--- src/rtl/joy_pkg.sv ---
// Shared encodings and helpers for the joystick direction conditioner.
// Direction nibbles are active-high: bit0 right, bit1 left, bit2 down, bit3 up.
package joy_pkg;

    typedef logic [3:0] dir_t;

    localparam logic [1:0] JM_8WAY    = 2'd0;
    localparam logic [1:0] JM_4LAST   = 2'd1;
    localparam logic [1:0] JM_4FIRST  = 2'd2;
    localparam logic [1:0] JM_4LEGACY = 2'd3;

    localparam logic [1:0] JR_0   = 2'd0;
    localparam logic [1:0] JR_90  = 2'd1;
    localparam logic [1:0] JR_180 = 2'd2;
    localparam logic [1:0] JR_270 = 2'd3;

    localparam int JB_RIGHT = 0;
    localparam int JB_LEFT  = 1;
    localparam int JB_DOWN  = 2;
    localparam int JB_UP    = 3;

    // Highest-index set bit as a one-hot nibble; up beats down beats left beats right.
    function automatic dir_t hi_onehot(input dir_t v);
        dir_t r;
        r = 4'b0000;
        if (v[JB_UP]) begin
            r = 4'b1000;
        end else if (v[JB_DOWN]) begin
            r = 4'b0100;
        end else if (v[JB_LEFT]) begin
            r = 4'b0010;
        end else if (v[JB_RIGHT]) begin
            r = 4'b0001;
        end else begin
            r = 4'b0000;
        end
        return r;
    endfunction

    // Rotate a raw nibble to screen orientation; each output bit takes one input bit.
    function automatic dir_t rotate_dir(input dir_t d, input logic [1:0] r);
        dir_t o;
        o = d;
        case (r)
            JR_0:    o = d;
            JR_90:   o = {d[JB_LEFT],  d[JB_RIGHT], d[JB_DOWN],  d[JB_UP]};
            JR_180:  o = {d[JB_DOWN],  d[JB_UP],    d[JB_RIGHT], d[JB_LEFT]};
            JR_270:  o = {d[JB_RIGHT], d[JB_LEFT],  d[JB_UP],    d[JB_DOWN]};
            default: o = 4'b0000;
        endcase
        return o;
    endfunction

endpackage

--- src/rtl/joy_dir_lane.sv ---
// One player's lane: input register, per-bit debounce, direction arbiter,
// registered dir_out and a change pulse derived from the registered output.
module joy_dir_lane
    import joy_pkg::*;
#(
    parameter int DB_TICKS = 0
) (
    input  logic       clk_sys,
    input  logic       reset_n,
    input  logic       srst,
    input  logic       ce_db,
    input  logic [1:0] mode,
    input  logic [3:0] dir_rot,
    output logic [3:0] dir_out,
    output logic       dir_chg
);

    logic [3:0] s1_r;
    logic [3:0] stable_s;
    logic [3:0] stable_prev_r;
    logic [3:0] mask_r;
    logic [3:0] mask_next_s;
    logic [3:0] out_next_s;
    logic [3:0] new_s;
    logic [3:0] held_s;
    logic [3:0] socd_s;
    logic [3:0] dir_out_r;
    logic [3:0] dir_out_d_r;
    logic       dir_chg_r;
    logic       ud_both_s;
    logic       lr_both_s;

    generate
        if (DB_TICKS == 0) begin : g_nodb
            logic ce_unused_s;
            assign ce_unused_s = ce_db;
            assign stable_s    = s1_r;
        end else begin : g_db
            localparam int CW = (DB_TICKS > 1) ? $clog2(DB_TICKS) : 1;
            localparam logic [CW-1:0] CNT_LAST = CW'(DB_TICKS - 1);

            logic [3:0]    stable_r;
            logic [CW-1:0] cnt_r [4];

            // Per-bit debounce: a bit flips only after DB_TICKS consecutive disagreeing ticks.
            always_ff @(posedge clk_sys) begin
                if (!reset_n || srst) begin
                    stable_r <= 4'b0000;
                    for (int b = 0; b < 4; b++) begin
                        cnt_r[b] <= {CW{1'b0}};
                    end
                end else begin
                    for (int b = 0; b < 4; b++) begin
                        if (s1_r[b] == stable_r[b]) begin
                            cnt_r[b] <= {CW{1'b0}};
                        end else if (ce_db) begin
                            if (cnt_r[b] == CNT_LAST) begin
                                stable_r[b] <= ~stable_r[b];
                                cnt_r[b]    <= {CW{1'b0}};
                            end else begin
                                cnt_r[b] <= cnt_r[b] + CW'(1);
                            end
                        end
                    end
                end
            end

            assign stable_s = stable_r;
        end
    endgenerate

    assign ud_both_s = stable_s[JB_UP] & stable_s[JB_DOWN];
    assign lr_both_s = stable_s[JB_LEFT] & stable_s[JB_RIGHT];
    assign socd_s    = {stable_s[JB_UP]   & ~ud_both_s,
                        stable_s[JB_DOWN] & ~ud_both_s,
                        stable_s[JB_LEFT] & ~lr_both_s,
                        stable_s[JB_RIGHT] & ~lr_both_s};

    // Arbiter: next mask per mode; 4-way modes pass only the masked direction.
    always_comb begin
        new_s       = stable_s & ~stable_prev_r;
        held_s      = mask_r & stable_s;
        mask_next_s = mask_r;
        out_next_s  = 4'b0000;
        case (mode)
            JM_8WAY: begin
                mask_next_s = mask_r;
                out_next_s  = socd_s;
            end
            JM_4LAST: begin
                // A fresh press always beats fallback to a still-held direction.
                if (new_s != 4'b0000) begin
                    mask_next_s = hi_onehot(new_s);
                end else if ((held_s == 4'b0000) && (stable_s != 4'b0000)) begin
                    mask_next_s = hi_onehot(stable_s);
                end else if (stable_s == 4'b0000) begin
                    mask_next_s = 4'b0000;
                end else begin
                    mask_next_s = mask_r;
                end
                out_next_s = stable_s & mask_next_s;
            end
            JM_4FIRST: begin
                if (held_s == 4'b0000) begin
                    mask_next_s = hi_onehot(stable_s);
                end else begin
                    mask_next_s = mask_r;
                end
                out_next_s = stable_s & mask_next_s;
            end
            JM_4LEGACY: begin
                if (new_s != 4'b0000) begin
                    mask_next_s = hi_onehot(new_s);
                end else begin
                    mask_next_s = mask_r;
                end
                out_next_s = stable_s & mask_next_s;
            end
            default: begin
                mask_next_s = 4'b0000;
                out_next_s  = 4'b0000;
            end
        endcase
    end

    // Pipeline registers; the change pulse compares dir_out against its previous value.
    always_ff @(posedge clk_sys) begin
        if (!reset_n) begin
            s1_r          <= 4'b0000;
            stable_prev_r <= 4'b0000;
            mask_r        <= 4'b0000;
            dir_out_r     <= 4'b0000;
            dir_out_d_r   <= 4'b0000;
            dir_chg_r     <= 1'b0;
        end else begin
            s1_r        <= dir_rot;
            dir_out_d_r <= dir_out_r;
            dir_chg_r   <= (dir_out_r != dir_out_d_r);
            if (srst) begin
                stable_prev_r <= 4'b0000;
                mask_r        <= 4'b0000;
                dir_out_r     <= 4'b0000;
            end else begin
                stable_prev_r <= stable_s;
                mask_r        <= mask_next_s;
                dir_out_r     <= out_next_s;
            end
        end
    end

    assign dir_out = dir_out_r;
    assign dir_chg = dir_chg_r;

endmodule

--- src/rtl/joy_dir_filter.sv ---
// Multi-player joystick direction conditioner: rotation, mode/rot change
// detection (soft-resets every lane) and one joy_dir_lane per player.
module joy_dir_filter
    import joy_pkg::*;
#(
    parameter int PLAYERS  = 2,
    parameter int DB_TICKS = 0
) (
    input  logic                   clk_sys,
    input  logic                   reset_n,
    input  logic                   ce_db,
    input  logic [1:0]             mode,
    input  logic [1:0]             rot,
    input  logic [4*PLAYERS-1:0]   dir_in,
    output logic [4*PLAYERS-1:0]   dir_out,
    output logic [PLAYERS-1:0]     dir_chg
);

    logic [1:0]           mode_prev_r;
    logic [1:0]           rot_prev_r;
    logic                 cfg_chg_s;
    logic [4*PLAYERS-1:0] dir_rot_s;

    // Previous-cycle mode/rot; loaded during reset so release is not seen as a change.
    always_ff @(posedge clk_sys) begin
        if (!reset_n) begin
            mode_prev_r <= mode;
            rot_prev_r  <= rot;
        end else begin
            mode_prev_r <= mode;
            rot_prev_r  <= rot;
        end
    end

    assign cfg_chg_s = (mode != mode_prev_r) || (rot != rot_prev_r);

    // Rotation mux applied to every lane's raw nibble.
    always_comb begin
        dir_rot_s = {(4*PLAYERS){1'b0}};
        for (int p = 0; p < PLAYERS; p++) begin
            dir_rot_s[4*p +: 4] = rotate_dir(dir_in[4*p +: 4], rot);
        end
    end

    generate
        for (genvar p = 0; p < PLAYERS; p++) begin : g_lane
            joy_dir_lane #(
                .DB_TICKS (DB_TICKS)
            ) u_lane (
                .clk_sys  (clk_sys),
                .reset_n  (reset_n),
                .srst     (cfg_chg_s),
                .ce_db    (ce_db),
                .mode     (mode),
                .dir_rot  (dir_rot_s[4*p +: 4]),
                .dir_out  (dir_out[4*p +: 4]),
                .dir_chg  (dir_chg[p])
            );
        end
    endgenerate

endmodule

--- config.mk ---
export PLATFORM = sky130hd
export DESIGN_NAME = joy_dir_filter
export DESIGN_NICKNAME = d
export VERILOG_FILES = /design/src/rtl/joy_pkg.sv /design/src/rtl/joy_dir_lane.sv /design/src/rtl/joy_dir_filter.sv
export SDC_FILE = /design/constraint.sdc
export NUM_CORES = 1
export LEC_CHECK = 0
export BUFFER_PORTS_ARGS = -buffer_cell sky130_fd_sc_hd__clkbuf_2
export CORE_UTILIZATION = 49
export CTS_BUF_LIST = sky130_fd_sc_hd__clkbuf_4 sky130_fd_sc_hd__clkbuf_8
export DETAILED_ROUTE_END_ITERATION = 10
export GPL_TIMING_DRIVEN = 0
export HOLD_SLACK_MARGIN = 0.05
export PLACE_DENSITY = 0.7
export SLEW_MARGIN = 25
export SYNTH_ARGS = -nofsm -noshare
export SYNTH_HDL_FRONTEND = slang
export SYNTH_SLANG_ARGS = --single-unit
--- constraint.sdc ---
create_clock -name clk_sys -period 3.05 [get_ports clk_sys]
set_input_delay 0.7625 -clock clk_sys [delete_from_list [all_inputs] [get_ports clk_sys]]
set_output_delay 0.7625 -clock clk_sys [all_outputs]
set_load 0.1 [all_outputs]
==> flow_metrics.py, run 1 <==
metrics = {
    "run_status": {
        "status": "finished with violations",
        "violations": "design-rule violations",
    },
    "finish": {
        "layout_commonest_cell": "dfxtp_1",
        "multi_input_area_sq_um": 1280,
        "drive_gt1_share_pct": 22.3,
        "fill_cells": 401,
        "seqCellArea_sq_um": 921,
        "final_cell_mix": "dfxtp_1, clkbuf_2, nand2_1, and2_1, nor2_1",
        "fin_nets": 279,
        "syn_to_final_growth_pct": 12.5,
        "diodes": 0,
    },
    "timing": {
        "min_period_over_period_pct": 66.2,
        "hold_viol_final": 0,
        "clock_skew_ns": 0.00781,
        "rsz0062_at_grt": "false",
        "relSlewSlack_pct": 61.6,
        "worst-slew-pin-transition_ns": 0.575,
        "fin_tns_setup_ns": 0,
        "max_freq_mhz": 496,
        "min_period_ns": 2.02,
        "maxSlewViolCount": 0,
        "setup_viol": 0,
    },
    "place": {
        "place_congestion": 0.855,
        "portBuffers": 23,
        "dp.final_hpwl_um": 3290,
    },
    "global_routing": {
        "first_global_vias": 1703,
        "grt.overflow.total": 0,
        "antenna_found_initial": 0,
        "grt.total_usage_pct": 19.6,
        "grt_pass1_wl_um": 7670,
        "grt_max_degree": 15,
    },
    "power_and_ir_drop": {
        "leakagePower_uw": 0.00113,
        "power_density_nw_per_um2": 479,
        "peakVddDrop_uv": 243,
        "total_power_uw": 1250,
    },
    "setup_path": {
        "crit_path_max_fanout": 10,
        "worst_setup_path_start_kind": "primary input",
        "critPathKind": "in2reg",
        "worstPathRequired_ns": 3.27,
        "endpoint_kind": "flop",
        "worstPathArrival_ns": 2.24,
    },
    "cts": {
        "cts.path.max_buffers": 2,
        "clk_pin_slew_ns": 0.09,
        "post-cts-setup-buffers": 0,
        "cts-root-buf": "clkbuf_8",
        "cts.hold.buffers_added": 0,
        "clk_latency_ns": 0.30,
        "ctsResizeCount": 0,
        "cts_tree": "built",
        "clock-sinks": 46,
        "cts.htree.levels": 2,
        "cts_buffers": 5,
    },
    "floorplanning": {
        "io-pin-count": 25,
        "start_util_pct": 52.1,
        "chipHeight_um": 70.8,
        "rows": 24,
        "core-area_sq_um": 4440,
        "dieArea_sq_um": 5010,
        "fp.dieW_um": 70.8,
    },
    "routing": {
        "ant_nets": 0,
        "firstDrtPassIters": 7,
        "first_iter_violations": 110,
        "vias": 1837,
        "drt-vias-per-instance": 5.79,
        "drt-total-wl_um": 4500,
        "routedWlPerCell_um": 14.2,
        "drcViolationCount": 2,
    },
    "hold_path": {
        "hold_class": "reg2reg",
    },
    "logic_synthesis": {
        "syn-instance-count": 234,
        "synth_edf_count": 0,
        "synth_seq_area_share_pct": 39.8,
        "syn_avg_cell_area_sq_um": 9.90,
        "syn_area_sq_um": 2320,
        "ys_warn_count": 0,
        "synth_cell_types": 55,
        "synth_ff_type": "dfxtp_1",
        "async_flop_share_pct": 0,
        "syn-num-nets": 249,
        "ys_seq_elements": 46,
    },
    "job": {
        "maxCapViolCount": 0,
    },
}
critical path: stages:
cell	delay, ns
clkbuf_2	0.09
buf_4	0.17
xor2_1	0.19
nor4_4	0.47
buf_4	0.26
o221ai_1	0.14
nor2_1	0.16
layer usage:
layer	vias up	share of wire, %	track usage (%)
li1	905	-	-
met1	864	45	24.5
met2	61	47	32.3
met3	7	6.8	4.84
met4	0	1.2	8.44
met5	-	0	0
cells in the mapped netlist, types with 2 or more instances:
cell type  instances  area (sq um)
a211oi_2           2          25.0
a21boi_0           2          15.0
a21oi_1           10          50.1
a31oi_1            4          25.0
and2_1            20           125
and3_1             2          12.5
and4b_1            2          20.0
buf_2              3          15.0
buf_4              5          37.5
buf_6              2          22.5
clkbuf_1           3          11.3
dfxtp_1           46           921
inv_1              5          18.8
mux2_2             2          22.5
mux2i_1            2          20.0
mux4_1             6           158
mux4_2             2          45.0
nand2_1           20          75.1
nand2b_1           8          50.1
nand3_1            4          20.0
nand3_2            2          20.0
nand4_1            3          18.8
nor2_1            13          48.8
nor2b_1            8          50.1
nor3_1             4          20.0
nor4_1             2          12.5
o211a_1            2          20.0
o21a_1             2          15.0
o21ai_0            6          30.0
o221ai_1           2          17.5
o31ai_1            5          37.5
o41a_1             2          22.5
xor2_1            11          96.3
where the power goes:
group	internal, uW	leakage, uW	total, uW	switching (uW)
sequential	615	0.000374	630	15.1
combinational	79.4	0.000699	178	98.9
clock	241	0.0000579	439	198
path summary, 6_finish.rpt:
| kind | from | to | slack, ns | cells after the start |
|---|---|---|---|---|
| max | rot[1] | g_lane[0].u_lane.dir_out[3] | 1.03 | 7 |
| min | g_lane[0].u_lane.mask_r[3] | g_lane[0].u_lane.mask_r[3] | 0.50 | 2 |
| max reg2reg | g_lane[1].u_lane.s1_r[3] | g_lane[1].u_lane.dir_out[1] | 1.42 | 6 |
| min reg2reg | g_lane[0].u_lane.mask_r[3] | g_lane[0].u_lane.mask_r[3] | 0.50 | 2 |
final cells by class:
type	count	share of cell area (%)
Buffer	14	3.51
Inverter	5	0.720
Clock buffer	5	2.64
Tap cell	52	2.50
Clock inverter	3	1.54
Timing Repair Buffer	23	4.42
Multi-Input combinational cell	169	49.3
Sequential cell	46	35.4
registers in the layout (all words and copies together) (netlist names):
signal	count
mode_prev_r	2
g_lane.u_lane.s1_r	8
g_lane.u_lane.dir_out_d_r	8
g_lane.u_lane.dir_chg	2
g_lane.u_lane.mask_r	8
g_lane.u_lane.dir_out	8
rot_prev_r	2
g_lane.u_lane.stable_prev_r	8
stage by stage:
step | utilization (%) | instance area, sq um | worst slack (ns) | instances | hold WS, ns
global placement | 56.2 | 2500 | 0.702 | 309 | 0.474
CTS | 58.6 | 2610 | 1.01 | 317 | 0.492
finish | 58.6 | 2610 | 1.03 | 317 | 0.497
detailed placement | 56.2 | 2500 | 0.703 | 309 | 0.479
global route | 58.6 | 2610 | 0.927 | 317 | 0.517
floorplan | - | 2320 | 1.13 | 234 | 0.451
cells by family (layout without fill, tap and decap cells):
group                     Yosys count  after routing  synth area share (%)
AOI/OAI and AO/OA                  47             47                  15.6
DFF                                46             46                  39.8
buffers and inverters              19             50                  4.75
muxes                              12             12                  10.6
and+or+nand+nor                    98             98                  24.8
xor gates and xnor gates           12             12                  4.54
Power figures use the tool's default switching activity.
==> run 2, diff against run 1 <==
--- a/config.mk
+++ b/config.mk
@@ -11,7 +11,7 @@
 export DETAILED_ROUTE_END_ITERATION = 10
 export GPL_TIMING_DRIVEN = 0
 export HOLD_SLACK_MARGIN = 0.05
-export PLACE_DENSITY = 0.7
+export PLACE_DENSITY = 0.73
 export SLEW_MARGIN = 25
 export SYNTH_ARGS = -nofsm -noshare
 export SYNTH_HDL_FRONTEND = slang
==> constraint.sdc (replaced) <==
create_clock -name clk_sys -period 1.6 [get_ports clk_sys]
set_input_delay 0.4 -clock clk_sys [delete_from_list [all_inputs] [get_ports clk_sys]]
set_output_delay 0.4 -clock clk_sys [all_outputs]
set_load 0.1 [all_outputs]
==> run 2 against run 1 <==
Compared with the run above: the flow still finishes with violations (design-rule violations); first-iteration DRC count is 11% lower; die area stayed put; flip-flop and latch count stayed put; sequential power is 92% higher; register-to-register slack worse by 1.4 ns; worst setup slack worse by 1.0 ns; non-clock buffer count is 9 higher; total power is 81% higher; clock power is 49% higher; largest cell class unchanged; largest power group unchanged.
==> flow_metrics.py, run 2 (synthesis results as in run 1) <==
metrics = {
    "global_routing": {
        "grt_max_degree": 14,
        "grt.overflow.total": 0,
        "antenna_found_initial": 0,
        "grt_pass1_wl_um": 7580,
        "grt.total_usage_pct": 19.4,
        "first_global_vias": 1626,
    },
    "cts": {
        "clk_latency_ns": 0.30,
        "cts_buffers": 5,
        "cts.path.max_buffers": 2,
        "cts.htree.levels": 2,
        "cts-root-buf": "clkbuf_8",
        "clk_pin_slew_ns": 0.08,
        "cts_tree": "built",
        "clock-sinks": 46,
    },
    "place": {
        "place_congestion": 0.875,
        "pre_cts_slack_ns": -0.368,
        "portBuffers": 23,
        "dp.final_hpwl_um": 3200,
    },
    "setup_path": {
        "crit_path_max_fanout": 4,
        "worstPathArrival_ns": 1.80,
        "timing.rr.end": "g_lane[0].u_lane.dir_out[2]",
        "worst_setup_path_start_kind": "flop",
        "r2r_slack_ns": 0.03,
        "worstPathRequired_ns": 1.84,
        "r2r-start": "g_lane[0].u_lane.s1_r[2]",
        "endpoint_kind": "flop",
        "critPathKind": "reg2reg",
        "worstRegToRegCells": 5,
    },
    "routing": {
        "firstDrtPassIters": 8,
        "first_iter_violations": 98,
        "drt-total-wl_um": 4800,
        "drt-vias-per-instance": 5.79,
        "vias": 1882,
        "routedWlPerCell_um": 14.8,
        "ant_nets": 0,
        "drcViolationCount": 2,
    },
    "floorplanning": {
        "dieArea_sq_um": 5010,
        "io-pin-count": 25,
        "fp.dieW_um": 70.8,
        "chipHeight_um": 70.8,
        "rows": 24,
        "core-area_sq_um": 4440,
        "start_util_pct": 52.1,
    },
    "finish": {
        "syn_to_final_growth_pct": 18.2,
        "fin_nets": 288,
        "drive_gt1_share_pct": 30.0,
        "final_cell_mix": "dfxtp_1, clkbuf_2, nand2_1, and2_1",
        "layout_commonest_cell": "dfxtp_1",
        "diodes": 0,
    },
    "timing": {
        "rsz0062_at_grt": "true",
        "min_period_over_period_pct": 97.8,
        "worst-slew-pin-transition_ns": 0.608,
        "min_period_ns": 1.57,
        "holdWs_ns": 0.213,
        "max_freq_mhz": 639,
        "hold_viol_final": 0,
        "setup_viol": 0,
        "clock_skew_ns": 0.00363,
        "relSlewSlack_pct": 59.5,
        "maxSlewViolCount": 0,
        "layout_setup_ws_ns": 0.0347,
    },
    "hold_path": {
        "holdPathEnd": "rot_prev_r[1]",
        "min_path_cells": 1,
        "hold_class": "in2reg",
        "min-delay-start": "rot[1]",
    },
    "power_and_ir_drop": {
        "peakVddDrop_uv": 392,
        "power_density_nw_per_um2": 823,
        "leakagePower_uw": 0.00118,
    },
    "run_status": {
        "violations": "design-rule violations",
        "status": "finished with violations",
    },
    "job": {
        "maxCapViolCount": 0,
    },
}
run 2: repair_timing:
item	CTS	global route
pin swaps	3	10
endpoints found under the setup margin	6	15
hold buffers	0	0
gates cloned	0	0
resized for setup	1	16
hold endpoints to repair	0	0
setup buffers	5	5
run 2: per-stage QoR:
step	total power [uW]	cells	area [sq um]	utilization (%)	setup TNS, ns
after floorplan	1480	234	2320	-	0
after global placement	1560	309	2500	56.3	-4.24
after detailed placement	1560	309	2500	56.3	-4.04
after CTS	2220	321	2630	59.1	0
after global routing	2360	325	2740	61.6	-0.0970
final	2250	325	2740	61.6	0
run 2: how the worst max path moves through the flow:
stage                                startpoint  cells after the start                          end  slack (ns)
detailed placement                       rot[1]                      7  g_lane[0].u_lane.dir_out[3]       -0.37
global route           g_lane[1].u_lane.s1_r[2]                      5  g_lane[1].u_lane.dir_out[0]       -0.04
floorplan           g_lane[0].u_lane.dir_out[2]                      2     g_lane[0].u_lane.dir_chg        0.01
finish                 g_lane[0].u_lane.s1_r[2]                      5  g_lane[0].u_lane.dir_out[2]        0.03
CTS                    g_lane[1].u_lane.s1_r[3]                      6  g_lane[1].u_lane.dir_out[3]       0.004
global placement                         rot[1]                      7  g_lane[0].u_lane.dir_out[3]       -0.39
run 2: layout make-up:
cell class	count	area, sq um
Inverter	5	18.8
Clock buffer	5	68.8
Sequential cell	46	930
Multi-Input combinational cell	169	1350
Timing Repair Buffer	33	203
Tap cell	52	65.1
Buffer	13	90.1
Fill cell	386	1710
Clock inverter	2	10.0
run 2: critical path: stages (launching register included):
cell	delay (ns)
dfxtp_4	0.37
and2b_2	0.23
nor4_4	0.34
a21oi_1	0.13
o2111ai_1	0.23
and3_1	0.21
run 2: routing by layer:
metal	wire length (um)	vias up	part of all wire [%]	GRT usage (%)
met5	0	-	0	0
met4	93	0	1.9	8.67
met3	350	11	7.3	4.84
met2	2270	86	47	30.1
met1	2090	861	43	25.6
li1	-	924	-	-
run 2: power breakdown:
group	internal, uW	switching [uW]
clock	293	363
sequential	1170	33.7
combinational	182	210
total	1650	607
